File: src/rtl/cycle_sequencer.sv
// cycle_sequencer
// Per-instruction timing sequencer for the 6502 core. It latches the opcode
// in the fetch (sync) cycle, derives the instruction length from the
// addressing-mode bits and counts T-states upward. It can stretch an
// instruction by one cycle on an indexed page cross, and it freezes all state
// while rdy is low. It also sequences reset entry and interrupt entry.
//
// Ports:
//   clk          system clock, rising edge
//   res          synchronous active-high reset
//   rdy          1 = advance, 0 = hold all sequencer state
//   instruction  opcode byte on the bus, sampled in the sync cycle
//   i_flag       status I bit, masks irq when set
//   irq          level-sensitive interrupt request
//   nmi          edge-sensitive interrupt request (rising edge latched)
//   page_cross   indexed address crossed a page
//   sync         opcode fetch cycle of a normal instruction
//   opcode       latched opcode, 8'h00 during reset/interrupt sequences
//   t_state      cycle index within the current sequence
//   last_cycle   final cycle of the current sequence
//   mode         00 normal, 01 reset, 10 nmi, 11 irq
//   nmi_ack      first cycle of an NMI entry sequence
module cycle_sequencer #(
  parameter int T_W          = 3,
  parameter int RESET_CYCLES = 7,
  parameter int INT_CYCLES   = 7
) (
  input  logic           clk,
  input  logic           res,
  input  logic           rdy,
  input  logic [7:0]     instruction,
  input  logic           i_flag,
  input  logic           irq,
  input  logic           nmi,
  input  logic           page_cross,
  output logic           sync,
  output logic [7:0]     opcode,
  output logic [T_W-1:0] t_state,
  output logic           last_cycle,
  output logic [1:0]     mode,
  output logic           nmi_ack
);

  localparam logic [1:0] MODE_NORMAL = 2'b00;
  localparam logic [1:0] MODE_RESET  = 2'b01;
  localparam logic [1:0] MODE_NMI    = 2'b10;
  localparam logic [1:0] MODE_IRQ    = 2'b11;

  // len holds values up to 2^T_W, so it needs one more bit than t_state
  localparam int              LW        = T_W + 1;
  localparam logic [LW-1:0]   RESET_LEN = LW'(RESET_CYCLES);
  localparam logic [LW-1:0]   INT_LEN   = LW'(INT_CYCLES);

  logic [1:0]     mode_q, mode_d;
  logic [T_W-1:0] t_q, t_d;
  logic [7:0]     opcode_q, opcode_d;
  logic [LW-1:0]  len_q, len_d;
  logic           pc_done_q, pc_done_d;
  logic           nmi_prev_q;
  logic           nmi_pending_q, nmi_pending_d;

  logic sync_w;
  logic last_w;
  logic pc_ok;

  // Instruction length from the opcode bits aaabbbcc
  function automatic logic [3:0] op_len(input logic [7:0] op);
    logic [3:0] len;
    case (op[4:2])
      3'b000:  len = 4'd6;
      3'b001:  len = 4'd3;
      3'b010:  len = 4'd2;
      3'b011:  len = 4'd4;
      3'b100:  len = 4'd5;
      default: len = 4'd4;
    endcase
    if (op == 8'h00) begin
      len = 4'd7;
    end else if (op[3:0] == 4'h8 || op[3:0] == 4'hA) begin
      len = 4'd2;
    end else if (op[1:0] == 2'b10 && op[7:5] != 3'b100 &&
                 op[7:5] != 3'b101 && op[2]) begin
      // read-modify-write forms take a read and a dummy write
      len = len + 4'd2;
    end
    return len;
  endfunction

  assign sync_w = (mode_q == MODE_NORMAL) && (t_q == '0);
  // sync cycle can never be last since the shortest instruction is 2 cycles
  assign last_w = !sync_w && ({1'b0, t_q} == len_q - LW'(1));

  // Only indexed-read forms of the cc=01 group pay the page-cross cycle,
  // and only once per instruction
  assign pc_ok = (mode_q == MODE_NORMAL) && (opcode_q[1:0] == 2'b01) &&
                 (opcode_q[4:2] == 3'b100 || opcode_q[4:2] == 3'b110 ||
                  opcode_q[4:2] == 3'b111) && !pc_done_q;

  always_comb begin
    mode_d        = mode_q;
    t_d           = t_q;
    opcode_d      = opcode_q;
    len_d         = len_q;
    pc_done_d     = pc_done_q;
    nmi_pending_d = nmi_pending_q;

    if (rdy) begin
      if (sync_w) begin
        opcode_d  = instruction;
        len_d     = LW'(op_len(instruction));
        t_d       = t_q + T_W'(1);
        pc_done_d = 1'b0;
      end else if (last_w) begin
        // interrupts are only ever taken at a sequence boundary
        t_d = '0;
        if (nmi_pending_q) begin
          mode_d        = MODE_NMI;
          len_d         = INT_LEN;
          opcode_d      = 8'h00;
          nmi_pending_d = 1'b0;
        end else if (irq && !i_flag) begin
          mode_d   = MODE_IRQ;
          len_d    = INT_LEN;
          opcode_d = 8'h00;
        end else begin
          mode_d = MODE_NORMAL;
        end
      end else begin
        t_d = t_q + T_W'(1);
        if (page_cross && pc_ok) begin
          len_d     = len_q + LW'(1);
          pc_done_d = 1'b1;
        end
      end
    end

    // a fresh edge wins over a same-cycle clear
    if (nmi && !nmi_prev_q) begin
      nmi_pending_d = 1'b1;
    end
  end

  always_ff @(posedge clk) begin
    if (res) begin
      mode_q        <= MODE_RESET;
      t_q           <= '0;
      opcode_q      <= 8'h00;
      len_q         <= RESET_LEN;
      pc_done_q     <= 1'b0;
      nmi_prev_q    <= 1'b0;
      nmi_pending_q <= 1'b0;
    end else begin
      mode_q        <= mode_d;
      t_q           <= t_d;
      opcode_q      <= opcode_d;
      len_q         <= len_d;
      pc_done_q     <= pc_done_d;
      nmi_prev_q    <= nmi;
      nmi_pending_q <= nmi_pending_d;
    end
  end

  assign sync       = sync_w;
  assign last_cycle = last_w;
  assign opcode     = opcode_q;
  assign t_state    = t_q;
  assign mode       = mode_q;
  assign nmi_ack    = (mode_q == MODE_NMI) && (t_q == '0);

endmodule

File: config.mk
export PLATFORM = sky130hd
export DESIGN_NAME = cycle_sequencer
export DESIGN_NICKNAME = d
export VERILOG_FILES = /design/src/rtl/cycle_sequencer.sv
export SDC_FILE = /design/constraint.sdc
export NUM_CORES = 1
export LEC_CHECK = 0
export CAP_MARGIN = 20
export CORE_MARGIN = 2
export CORE_UTILIZATION = 33
export CTS_BUF_LIST = sky130_fd_sc_hd__clkbuf_16
export DETAILED_ROUTE_END_ITERATION = 10
export DONT_BUFFER_PORTS = 1
export GPL_ROUTABILITY_DRIVEN = 0
export PLACE_DENSITY_LB_ADDON = 0.15
export SLEW_MARGIN = 5
export SYNTH_ARGS = -nofsm -noshare
export SYNTH_HDL_FRONTEND = slang
export SYNTH_SLANG_ARGS = --single-unit
File: constraint.sdc
create_clock -name clk -period 2.5 [get_ports clk]
set_input_delay 0.5 -clock clk [delete_from_list [all_inputs] [get_ports clk]]
set_output_delay 0.5 -clock clk [all_outputs]
set_load 0.01 [all_outputs]
# Yosys cells after proc, flatten, opt, wreduce, memory -nomap -nowiden
# Cells that the tools add are included.
# classes
n_reduce_logical	34
add_sub_neg	4
n_eq_ne	17
muxes	26
bitwise	1
# ops
op	n
$mux 4	10
$mux 8	4
$reduce_and 3->1	5
$eq 3x3->1 const B	4
$logic_and 1x1->1	12
$pmux 3 s4	1
$eq 4x4->1 const B	2
$logic_not 8->1	1
$reduce_bool 2->1	4
$mux 1	7
$logic_not 3->1	2
$mux 3	2
$ne 3x3->1 const B	2
$reduce_bool 3->1	2
$add 4x1->4 const B	1
$add 4x2->4 const B	1
$eq 2x2->1 const B	2
$eq 3x4->1	1
$logic_not 1->1	4
$mux 2	2
$ne 2x1->1 const B	2
$ne 4x1->1 const B	1
$sub 4x1->4 const B	1
$add 3x1->3 const B	1
other kinds (6)	8
# word_totals
regBits	20
in_bits	15
output_inout_bits	16

# Depth between registers and ports, before layout
# Gate-level depths: netlist of run 1.
# depth
ltp_word	9
depth_mapped	8

# Worst setup path after synthesis of run 1
# No wires, ideal clock.
# synth_path
kind	register to output
from	register t_q[2], in the netlist t_state[2]
to	output last_cycle
path_stages_with_launch	5
n_path_buf	0
t_arrival_ns	1.435
setup_slack_ns	0.565
path_cell_list	dfxtp_1 -> xor3_2 -> nor3_2 -> nand2_1 -> inv_1
# synth_via
elab_chain_cells	4
# synth_rtl
item	line_no	text
start: declaration	55	logic [T_W-1:0] t_q, t_d;
start signal: assignment	154	t_q <= t_d;
$logic_not 3->1	89	assign sync_w = (mode_q == MODE_NORMAL) && (t_q == '0);
$logic_and 1x1->1	89	
$logic_not 1->1	91	assign last_w = !sync_w && ({1'b0, t_q} == len_q - LW'(1));
$logic_and 1x1->1 (*)	91	
end: declaration	39	output logic last_cycle,
# Mark *: on every way between the ends. The rest lies on a longest branch, timed or not.

# Final worst setup path of run 1
# Ends and elaborated chain as after synthesis.

==> impl_metrics.csv, run 1 <==
group,metric,value,unit
power,power.total,0.000824,W
yosys,synth_edf_count,0,
yosys,synth_common_cells,"dfxtp_1, nor2_1, inv_1",
grt,grt_antenna_before_repair,0,
setup_path,critical_path_depth,4,
yosys,synth_top_flop_cell,"dfxtp_1",
die,start_util,34.4,%
clock_tree,clock_path_buffers,2,
timing,layout_worst_path_cycle_share,94.1,%
setup_path,r2r-end,"len_q[0]",
power,sw_frac_of_total,19.4,%
power,leakagePower,0.558,nW
die,die_area,4360,um^2
grt,grt_max_degree,20,
placed_design,dp_hpwl,2190,um
yosys,synth.cell_area,1270,um^2
job,maxCapViolCount,0,
yosys,synth.most_common_cell,"dfxtp_1",
clock_tree,postCtsHoldBufs,0,
power,ir_worst_vdd,0.000205,V
timing,hold_viol,0,
power,p_int,0.000664,W
power,power_frac_seq,40.6,%
timing,slew_violations,0,
finish,nets,165,
timing,tightest_slew,438,ps
route,ant_nets,0,
yosys,ys_types,48,
grt,grtUsageTotal,14.2,%
grt,grt-ovfl-total,0,
route,via_per_inst,5.35,
timing,tns,0,ps
finish,antenna_cells,0,
clock_tree,cts_buffers,3,
yosys,syn_nets,163,
timing,finalClockSkew,4.33,ps
yosys,yosys.area.top_type,"dfxtp_1",
power,pwr-share-clk,53.6,%
clock_tree,clock_sinks,20,
clock_tree,post_cts_buffers,0,
setup_path,crit_required,2000,ps
setup_path,worstRegToRegCells,8,
yosys,synthArstFlopShare,0,%
setup_path,crit_family,"flip-flops",
route,drc_errors,0,
placed_design,portBuffers,0,
grt,first_global_vias,1053,
setup_path,crit_path_max_incr_delay,540,ps
yosys,netlist_top_cells_area,"dfxtp_1, nor2_1, mux2i_1",
yosys,synth_top_area_share,31.5,%
clock_tree,clkLatencyLatePin,250,ps
clock_tree,htreeDepth,1,
setup_path,start_kind,"register",
die,ios,31,
yosys,ys_seq_area_share,31.5,%
finish,area_delta_synth_final,10.4,%
yosys,ys_ff_latch,20,
setup_path,critPathMaxFanout,7,
setup_path,crit_end,"last_cycle",
die,fp.dieH,66.0,um
setup_path,cp_cell_sequence,"xor3_2, nor3_2, nand2_1, inv_1",
timing,slew_headroom,70.7,%
run_status,status,"finished, final reports clean",
timing,finalSetupViolCount,0,
power,p_comb_share,5.8,%
setup_path,worstSetupStartpoint,"t_state[2]",
setup_path,crit_arrival,1850,ps
die,rows,22,
route,routed_wl,2880,um
clock_tree,clockRootBuffer,"clkbuf_16",
timing,timing.fmax,425,MHz
clock_tree,cts_tree,"done",
route,drtPass1Iterations,4,
clock_tree,post_cts_resized,0,
grt,grt_pass1_wl,4740,um
setup_path,path_buf_inv,1,
die,coreArea,3690,um^2
setup_path,slowest_stage,"dfxtp_1",
die,die_width,66.0,um
finish,layout-drive-gt1-share,15.2,%
yosys,syn-mean-instance-area,8.82,um^2
yosys,yosys_warnings,0,
setup_path,reg2reg_from,"t_state[0]",
route,drt-initial-drc-count,69,
setup_path,critPathKind,"register to output pin",
yosys,synthCells,144,
worst_hold_path,hold_path_class,"input pin to register",
power,powerDensity,588,nW/um^2
timing,rsz0062_at_grt,"no",
setup_path,endpoint_kind,"output pin",
route,wl_per_cell,14.9,um
clock_tree,clk_transition_reported_paths,60,ps
timing,finalWorstPathRequiredPeriod,2350,ps
route,vias,1032,
setup_path,rrSetupSlack,380,ps
power,p_switching,0.000160,W
==> per-layer routing <==
| metal | GRT usage [%] | vias up | wire length [um] |
|---|---|---|---|
| li1 | - | 518 | - |
| met1 | 17.8 | 476 | 1360 |
| met2 | 21.7 | 32 | 1220 |
| met3 | 5.28 | 6 | 232 |
| met4 | 6.38 | 0 | 63 |
| met5 | 0 | - | 0 |
==> power by group through the flow <==
stage                     sequential (W)  clock [W]  combinational [W]
final                           0.000334   0.000442          0.0000479
after floorplan                 0.000338          0          0.0000488
after global routing            0.000336   0.000465          0.0000533
after CTS                       0.000334   0.000451          0.0000484
after global placement          0.000341          0          0.0000475
after detailed placement        0.000341          0          0.0000481
==> layout make-up <==
| cell class | count | area, um^2 |
|---|---|---|
| Clock buffer | 3 | 75.1 |
| Clock inverter | 1 | 30.0 |
| Fill cell | 391 | 2290 |
| Inverter | 11 | 41.3 |
| Multi-Input combinational cell | 108 | 781 |
| Sequential cell | 20 | 400 |
| Tap cell | 48 | 60.1 |
| Timing Repair Buffer | 2 | 15.0 |
==> placed cells by master, fill, tap and decap left out, types with 3 or more instances in the layout <==
cell       count
dfxtp_1       20
nor2_1        19
inv_1         11
nand2_1        8
a22oi_1        8
a21oi_1        6
nand3_1        6
mux2i_1        6
nor2b_1        5
ha_1           4
a31oi_1        3
a211oi_1       3
o211ai_1       3
clkbuf_16      3
==> kinds of logic after synthesis <==
family | share of synthesized area, %
mux | 4.73
buf+inv | 6.99
simple gates | 25.0
xor+xnor | 4.04
compound gates | 23.7
fa+ha+maj | 3.94
flops | 31.5
==> state kept, by name, summed over array words and instances (netlist names) <==
name / count
opcode: 8
nmi_prev_q: 1
pc_done_q: 1
t_state: 3
nmi_pending_q: 1
len_q: 4
mode: 2
==> metrics by stage <==
stage	utilization [%]	instances	hold WS, ps	area [um^2]	setup slack, ps
global placement	35.2	189	484	1300	375
floorplan	-	144	469	1270	565
detailed placement	35.2	189	488	1300	374
CTS	38.0	193	304	1400	142
global route	38.0	193	299	1400	20.2
finish	38.0	193	309	1400	148
==> worst min-delay path by stage <==
stage	from	to	cells past startpoint
2_1_floorplan	pc_done_q	pc_done_q	2
5_1_grt	res	t_state[1]	1
3_3_place_gp	pc_done_q	pc_done_q	2
6_report	res	t_state[1]	1
4_1_cts	res	t_state[1]	1
3_5_place_dp	pc_done_q	pc_done_q	2
==> worst register-to-register path, stage by stage (launching register included) <==
cell and delay, ps:
dfxtp_1 560, inv_1 90, ha_1 220, nor4b_4 160, buf_4 190, a41oi_1 240, a21bo_2 290, and2_4 150
o211ai_1 150
Note: power is estimated with default switching activity, not from simulation.
==> inputs of run 2 (changes only) <==
--- a/config.mk
+++ b/config.mk
@@ -12,7 +12,7 @@
 export DETAILED_ROUTE_END_ITERATION = 10
 export DONT_BUFFER_PORTS = 1
 export GPL_ROUTABILITY_DRIVEN = 0
-export PLACE_DENSITY_LB_ADDON = 0.15
+export PLACE_DENSITY = 0.56
 export SLEW_MARGIN = 5
 export SYNTH_ARGS = -nofsm -noshare
 export SYNTH_HDL_FRONTEND = slang
==> run 2 against run 1 <==
Net effect: utilization down 0.98 points; register-to-register slack better by 20 ps; global-route usage grew 0.49 points; sequential power hardly changed; highest routed layer unchanged; largest power group is now sequential cells; final cell count is 1.0% lower; die area unchanged; worst setup slack lost 5.1 ps; clock power down 26%; via count grew 1.2%; wire length up 3.1%; non-clock buffer count decreased by 1.
==> impl_metrics.csv, run 2 (synthesized netlist as in run 1, its figures left out) <==
group,metric,value,unit
run_status,status,"finished, final reports clean",
finish,area_delta_synth_final,7.59,%
clock_tree,clock_path_buffers,2,
finish,final_cell_mix,"nor2_1, dfxtp_1, inv_1",
grt,grtUsageTotal,14.7,%
clock_tree,htreeDepth,1,
power,power.total,0.000706,W
die,start_util,34.4,%
grt,first_global_vias,1076,
finish,largest_reg_flops,8,
clock_tree,clkLatencyLatePin,250,ps
setup_path,endpoint_kind,"output pin",
power,p_int,0.000557,W
power,ir_worst_vdd,0.000405,V
power,powerDensity,517,nW/um^2
timing,finalClockSkew,3.12,ps
timing,holdWs,313,ps
route,ant_nets,0,
route,via_per_inst,5.47,
power,sw_frac_of_total,21.1,%
route,wl_per_cell,15.5,um
clock_tree,clockRootBuffer,"clkbuf_16",
job,maxCapViolCount,0,
placed_design,dp_slack,340,ps
route,drt-initial-drc-count,101,
power,p_switching,0.000149,W
timing,rsz0062_at_grt,"no",
route,drc_errors,0,
grt,grt_antenna_before_repair,0,
die,coreArea,3690,um^2
finish,stdcell_count,191,
finish,antenna_cells,0,
finish,nets,164,
placed_design,dp_hpwl,2270,um
route,routed_wl,2970,um
setup_path,critPathMaxFanout,7,
timing,layout_setup_ws,143,ps
finish,layout-drive-gt1-share,14.7,%
clock_tree,cts_tree,"done",
worst_hold_path,hold_path_class,"input pin to register",
die,rows,22,
power,pwr-share-clk,46.0,%
timing,layout_worst_path_cycle_share,94.3,%
die,die_width,66.0,um
timing,finalSetupViolCount,0,
power,p_comb_share,6.6,%
timing,finalWorstPathRequiredPeriod,2360,ps
grt,grt_max_degree,20,
timing,timing.fmax,424,MHz
power,power_frac_seq,47.4,%
route,vias,1044,
route,drtPass1Iterations,4,
grt,grt_pass1_wl,4980,um
die,ios,31,
finish,num-fill-cells,390,
setup_path,critPathKind,"register to output pin",
setup_path,crit_arrival,1860,ps
grt,grt-ovfl-total,0,
setup_path,start_kind,"register",
power,leakagePower,0.539,nW
timing,slew_violations,0,
timing,tightest_slew,499,ps
placed_design,portBuffers,0,
setup_path,crit_required,2000,ps
clock_tree,clock_sinks,20,
clock_tree,clk_transition_reported_paths,60,ps
clock_tree,cts_buffers,3,
timing,tns,0,ps
placed_design,dp.cells,188,
die,die_area,4360,um^2
timing,slew_headroom,66.6,%
timing,hold_viol,0,
die,fp.dieH,66.0,um
clock_tree,post_cts_buffers,0,
==> run 2: layout make-up <==
cell class | count | area, um^2 | area share (%)
well taps | 48 | 60.1 | 4.40
flip-flops and latches | 20 | 402 | 29.4
clock buffers | 3 | 75.1 | 5.49
multi-input cells | 108 | 781 | 57.1
repair buffers | 1 | 7.51 | 0.549
inverters | 11 | 41.3 | 3.02
==> run 2: through the flow <==
step           area (um^2)  utilization [%]
2_1_floorplan         1270                -
3_3_place_gp          1290             35.0
3_5_place_dp          1290             35.0
4_1_cts               1370             37.0
5_1_grt               1370             37.0
6_report              1370             37.0
==> run 2: final timing paths <==
| check | from | end | slack [ps] | cells after the start |
|---|---|---|---|---|
| worst max-delay path | t_state[2] | last_cycle | 140 | 4 |
| worst max register to register | t_state[1] | opcode[6] | 400 | 7 |
| worst min-delay path | res | nmi_prev_q | 310 | 1 |
| worst min register to register | pc_done_q | pc_done_q | 510 | 2 |
==> run 2: repair_timing <==
| action | CTS | global route |
|---|---|---|
| resized for setup | 0 | 1 |
| endpoints found under the hold margin | 0 | 0 |
| hold buffers | 0 | 0 |
| endpoints found under the setup margin | 0 | 1 |
==> run 2: critical path: stages, from the launching register on <==
cell     delay [ps]
dfxtp_1         540
xor3_2          540
nor3_2          230
nand2_1         150
inv_1           150
==> run 2: metal layers <==
metal	vias to the layer above	GRT usage, %	part of all wire (%)
met1	483	18.4	45
met3	2	5.96	8.1
met5	-	0	0
met2	37	24.1	47
li1	522	-	-
met4	0	2.55	0.27
==> run 2: power groups by stage <==
stage          clock network, W  registers [W]  logic [W]
2_1_floorplan                 0       0.000338  0.0000488
3_3_place_gp                  0       0.000341  0.0000462
3_5_place_dp                  0       0.000341  0.0000470
4_1_cts                0.000335       0.000334  0.0000472
5_1_grt                0.000346       0.000336  0.0000541
6_report               0.000325       0.000335  0.0000468
